### src/rtl/raw_word_collector.sv
// raw_word_collector: deserializes a raw entropy bit stream into words for the corrector, holding off after each issue
module raw_word_collector #(
  parameter int INPUT_WIDTH = 10,
  parameter int M_WIDTH = 3,
  parameter int HOLD_CYCLES = 2 ** M_WIDTH
) (
  input  logic                   clk,
  input  logic                   rst,
  input  logic                   bit_in,
  input  logic                   bit_valid,
  input  logic                   clr_ovf,
  output logic [INPUT_WIDTH-1:0] word_out,
  output logic                   start,
  output logic                   busy,
  output logic                   overflow
);
  localparam int CW = $clog2(INPUT_WIDTH + 1);
  localparam int HW = HOLD_CYCLES > 1 ? $clog2(HOLD_CYCLES) : 1;
  typedef enum logic [1:0] {FILL, ISSUE, HOLD} state_t;
  state_t state_q, state_d;
  logic [INPUT_WIDTH-1:0] shreg_q, shreg_d, word_q, word_d;
  logic [CW-1:0] cnt_q, cnt_d;
  logic [HW-1:0] hold_q, hold_d;
  logic ovf_q, ovf_d, full, xfer, accept, drop;
  // next state: bits accumulate in any state; a full word moves to word_out only from FILL
  always_comb begin
    full = cnt_q == CW'(INPUT_WIDTH);
    xfer = state_q == FILL && full;
    accept = bit_valid && !full;
    drop = bit_valid && full && !xfer;
    state_d = state_q;
    shreg_d = shreg_q;
    cnt_d = cnt_q;
    hold_d = hold_q;
    word_d = word_q;
    ovf_d = drop | (ovf_q & ~clr_ovf);
    if (accept) begin
      shreg_d = {shreg_q[INPUT_WIDTH-2:0], bit_in};
      cnt_d = cnt_q + 1'b1;
    end
    if (xfer) begin
      word_d = shreg_q;
      state_d = ISSUE;
      cnt_d = bit_valid ? CW'(1) : '0;
      shreg_d = bit_valid ? {{(INPUT_WIDTH-1){1'b0}}, bit_in} : shreg_q;
    end
    if (state_q == ISSUE) begin
      state_d = HOLD;
      hold_d = HW'(HOLD_CYCLES - 1);
    end
    if (state_q == HOLD) begin
      state_d = hold_q == '0 ? FILL : HOLD;
      hold_d = hold_q == '0 ? hold_q : hold_q - 1'b1;
    end
  end
  // state registers; reset discards any partial word immediately
  always_ff @(posedge clk or posedge rst) begin
    if (rst) begin
      state_q <= FILL;
      shreg_q <= '0;
      cnt_q <= '0;
      hold_q <= '0;
      word_q <= '0;
      ovf_q <= 1'b0;
    end else begin
      state_q <= state_d;
      shreg_q <= shreg_d;
      cnt_q <= cnt_d;
      hold_q <= hold_d;
      word_q <= word_d;
      ovf_q <= ovf_d;
    end
  end
  assign word_out = word_q;
  assign start = state_q == ISSUE;
  assign busy = state_q != FILL;
  assign overflow = ovf_q;
endmodule

### config.mk
export PLATFORM = sky130hd
export DESIGN_NAME = raw_word_collector
export DESIGN_NICKNAME = d
export VERILOG_FILES = /design/src/rtl/raw_word_collector.sv
export SDC_FILE = /design/constraint.sdc
export NUM_CORES = 1
export LEC_CHECK = 0
export ABC_CLOCK_PERIOD_IN_PS = 2000
export CAP_MARGIN = 40
export CORE_ASPECT_RATIO = 1.4
export CORE_MARGIN = 4
export CORE_UTILIZATION = 45
export DETAILED_ROUTE_END_ITERATION = 16
export HOLD_SLACK_MARGIN = 0.03
export PLACE_DENSITY = 0.67
export SLEW_MARGIN = 40
export SYNTH_ARGS = -nofsm -noshare
export SYNTH_HDL_FRONTEND = slang
export SYNTH_SLANG_ARGS = --single-unit
export TNS_END_PERCENT = 5
### constraint.sdc
create_clock -name clk -period 2 [get_ports clk]
set_input_delay 0.2 -clock clk [delete_from_list [all_inputs] [get_ports clk]]
set_output_delay 0.2 -clock clk [all_outputs]
set_load 0.1 [all_outputs]
After elaboration in Yosys (flattened, before gate mapping)
Cells that the tools add are included.

Register bits after elaboration: 30. Bits of input ports: 5. Output and inout bits: 13. Word-level logic and storage cells: 43.

$add $sub $neg: 2. Equality and inequality tests: 5. Mux-type cells: 13. Bitwise logic cells: 3. Reductions and logical operators: 14.

Operators with widths (number): $mux W10 (3); $mux W3 (3); $mux W2 (4); $mux W4 (2); $reduce_bool A2 Y1 (3); $add A4 B1 Y4 const B (1); $eq A4 B4 Y1 const B (1); $logic_and A1 B1 Y1 (4); $ne A2 B2 Y1 const B (2); $reduce_and A2 Y1 (2); $logic_not A3 Y1 (1); $reduce_bool A3 Y1 (1); $sub A3 B1 Y3 const B (1); $eq A2 B1 Y1 const B (1); $eq A2 B2 Y1 const B (1); $logic_not A1 Y1 (2); $logic_not A2 Y1 (1); $and A1 B1 Y1 (1); $mux W1 (1); $not A1 Y1 (1); $or A1 B1 Y1 (1).

Depth between registers and ports, before layout
Word-level depth: 5. Depth in mapped cells: 6. Depth with buffers taken out: 5.

Least setup slack after synthesis
Ideal clock, no wire load.

Path type: register -> register. Start: reg state_q[1]. End: reg state_q[0]. Setup time: 79 ps. Arrival time: 1691 ps. Data required time: 1921 ps. Setup slack: 229 ps. Stages on the path, launching flop included: 6. Buffers on the path: 0. Period minus slack after synthesis: 1771 ps. Path through: dfrtp_1 inv_1 ha_1 nor2_1 nand2_1 mux2i_1.

Longest elaborated chain between the ends: 3. Elaborated cells between the ends (all ways): 7. Classes of those cells: eq/ne: 2; mux: 2; reduce/logical: 3.

RTL lines: start: declaration (RTL line 20) `state_t state_q, state_d;`; start signal: assignment (RTL line 66) `state_q <= state_d;`; $eq A2 B1 Y1 *; named net start (RTL line 13) `output logic start,`; $mux W2 (RTL line 47) `if (state_q == ISSUE) begin`; $mux W2 (RTL line 51) `if (state_q == HOLD) begin`.

The timed path passes the listed nets; every way through them passes the cells marked *. A chain may end at the register's enable or synchronous reset.

Worst setup path after layout
Start: reg cnt_q[0]. End: reg shreg_q[0].

Longest elaborated chain between the ends: 5. Elaborated cells between the ends (all ways): 8. Classes of those cells: eq/ne: 2; mux: 1; reduce/logical: 5.

RTL lines: start: declaration (RTL line 22) `logic [CW-1:0] cnt_q, cnt_d;`; start signal: assignment (RTL line 68) `cnt_q <= cnt_d;`; $eq A4 B4 Y1 * (RTL line 27) `full = cnt_q == CW'(INPUT_WIDTH);`; $logic_not A1 Y1 (RTL line 29) `accept = bit_valid && !full;`; $logic_and A1 B1 Y1 (RTL line 29); $reduce_bool A2 Y1 (no source line); $reduce_and A2 Y1 (no source line); end signal: assignment (RTL line 67) `shreg_q <= shreg_d;`; end: declaration (RTL line 21) `logic [INPUT_WIDTH-1:0] shreg_q, shreg_d, word_q, word_d;`.

Mark *: on every way between the ends. The rest lies on a longest branch, timed or not.

==> flow_summary.ini <==
[route]
wl_microns = 2311
drt-vias-per-instance = 5.112
wl_per_cell_microns = 14.35
drt-initial-drc-count = 17
drcViolationCount = 0
detailroute.via_count = 823
drtAntennaViolNets = 0
firstDrtPassIters = 4

[synth]
synth_edf_count = 0
yosysTopAreaCellShare = 0.5525
synth_area_sq_um = 1359
synthTopCellsByCount = dfrtp_1, inv_1, a22o_1
syn_area_per_cell_sq_um = 13.45
dominantRegCellSynth = dfrtp_1
synthArstFlopShare = 1.000
syn_inst = 101
synthesis.nets = 113
synth_top_area_cell = dfrtp_1
ys_warn_count = 0
synth_area_leaders = dfrtp_1, mux2_4, ha_1, a22o_1, mux2_2
synthMostInstantiatedCell = dfrtp_1
ys_seq_area_frac = 0.5525
ys_ff_latch = 30
ys_types = 31

[timing]
slew_headroom = 0.7531
fmax_mhz = 631.8
setup_tns_ns = 0
tightest_slew_ns = 0.3703
setup_ws_ns = 0.4172
period_needed_ns = 1.583
skew_ns = 0.004679
finalCritPeriodShare = 0.7914
rsz0062_at_grt = false
hold_violations = 0
maxSlewViolCount = 0
setup-violations-final = 0

[worst_setup_path]
startpoint_type = flip-flop
crit_path_top_delay_cell = dfrtp_1
reg2reg_depth = 5
slowest_delay_ns = 0.41
path_cells = inv_1, ha_1, nand3b_4, o21ai_1, mux2_1
critical_path.max_fanout = 6
crit_arrival_ns = 1.74
crit_type = reg -> reg
cp.required_ns = 2.16
worst-path-buf-inv = 1
critPathCaptureType = flip-flop
regToRegStartpoint = cnt_q[0]
cp_top_family = flip-flops
reg2reg_setup_slack_ns = 0.42
rr_endpoint = shreg_q[0]

[die]
initial_core_util = 0.4722
core_area_sq_um = 2878
die_h_microns = 73.02
row_count = 23
ios = 18
die_x_microns = 54.44
fp.dieArea_sq_um = 3975

[power]
clockPowerShare = 0.162
power.density_nw_per_um2 = 1697
sw_frac_of_total = 0.4436
seqPwrFrac = 0.373
p_sw_mw = 1.229
vdd_ir_drop_max_mv = 0.8116
leakage_nw = 0.8820
p_comb_frac = 0.465
p_int_mw = 1.541

[cts]
cts_buffers = 5
clkLatencyLatePin_ns = 0.28
cts_root_buffer = clkbuf_8
ctsResizeCount = 0
cts_sinks = 30
htree_levels = 2
clk_pin_slew_ns = 0.06
postCtsSetupBuffers = 0
hold_buffers = 0
cts_tree = done
cts.path.max_buffers = 2

[run_status]
status = complete, no violations

[global_routing]
antenna_found_initial = 0
grt_max_degree = 31
grt_usage = 0.1441
grt_overflow = 0
grt_pass1_vias = 850
grt_pass1_wl_microns = 3884

[worst_hold_path]
hold_class = in -> async

[placed_design]
dp_slack_ns = 0.4252
portBuffers = 17
dp_hpwl_microns = 1651
gp_congestion = 0.6711

[finish]
area_growth_pct = 20.07
seq_area_sq_um = 750.7
drive_gt1_frac = 0.2823
fin_nets = 136
antenna_cells = 0
multiInputGateArea_sq_um = 540.5
fillCellCount = 258

[job]
cap_violations = 0
[logic make-up after synthesis]
logic type,Yosys count,synth area share
buffers and inverters,13,0.04973
AOI/OAI and AO/OA,18,0.1050
DFF,30,0.5525
adders and majority gates,7,0.06445
and+or+nand+nor,19,0.09946
xor gates and xnor gates,1,0.006447
muxes,13,0.1225
[power groups by stage]
stage / sequential, mW / clock (mW) / combinational [mW]
after CTS: 1.04 / 0.471 / 1.31
after floorplan: 1.42 / 0 / 0.629
final: 1.03 / 0.449 / 1.29
after global placement: 1.04 / 0 / 1.27
after detailed placement: 1.04 / 0 / 1.31
after global routing: 1.06 / 0.494 / 1.38
[state kept, by name (all words and copies together) (netlist names)]
name / cells
overflow: 1
cnt_q: 4
shreg_q: 10
hold_q: 3
state_q: 2
word_out: 10
[worst max path at each step]
stage            endpoint       start  slack (ns)  cells past startpoint
2_1_floorplan  state_q[0]  state_q[1]        0.23                      5
3_3_place_gp   shreg_q[0]    cnt_q[0]        0.45                      5
3_5_place_dp   shreg_q[0]    cnt_q[0]        0.43                      5
4_1_cts        shreg_q[0]    cnt_q[0]        0.40                      5
5_1_grt        state_q[0]    cnt_q[0]        0.31                      5
6_report       shreg_q[0]    cnt_q[0]        0.42                      5
[stage by stage]
| stage | std cells | hold WS (ns) | util | area [sq um] | power [mW] |
|---|---|---|---|---|---|
| final | 161 | 0.2965 | 0.5670 | 1632 | 2.769 |
| after global placement | 154 | 0.4815 | 0.5396 | 1553 | 2.312 |
| after CTS | 161 | 0.2977 | 0.5670 | 1632 | 2.817 |
| after global routing | 161 | 0.3395 | 0.5670 | 1632 | 2.939 |
| after detailed placement | 154 | 0.4890 | 0.5396 | 1553 | 2.349 |
| after floorplan | 101 | 0.2908 | - | 1359 | 2.048 |
[worst reg2reg max path, delay by kind of cell, from the launching register on]
kind                     cells  cell delay (ns)
flip-flops                   1             0.41
multiplexers                 1             0.35
adder cells (fa/ha/maj)      1             0.25
AO/OA/AOI/OAI                1             0.23
AND/OR/NAND/NOR              1             0.12
buffers and inverters        1             0.10
[layout make-up]
type / count / share of cell area
multi-input cells: 58 / 0.3313
well taps: 37 / 0.02837
clock buffers: 5 / 0.04218
repair buffers: 19 / 0.1089
inverters: 10 / 0.02301
clock inverters: 2 / 0.006135
flip-flops and latches: 30 / 0.4601
[per-layer routing]
metal	global-route usage	vias to the layer above	part of all wire
li1	-	397	-
met3	0.05521	6	0.045
met5	0	-	0
met4	0.09972	0	0.027
met2	0.2277	14	0.53
met1	0.1522	406	0.40
[placed cells by master, fill, tap and decap left out, types with 2 or more instances in the layout]
master,count
a21o_1,2
a21oi_1,2
a22o_1,9
buf_12,2
buf_4,13
clkbuf_8,5
clkdlybuf4s50_1,4
clkinv_2,2
dfrtp_1,30
ha_1,7
inv_1,10
mux2_2,4
mux2_4,6
mux2i_1,2
nand2_1,5
nor2_1,2
nor3_1,2
(Power assumes the default switching activity.)
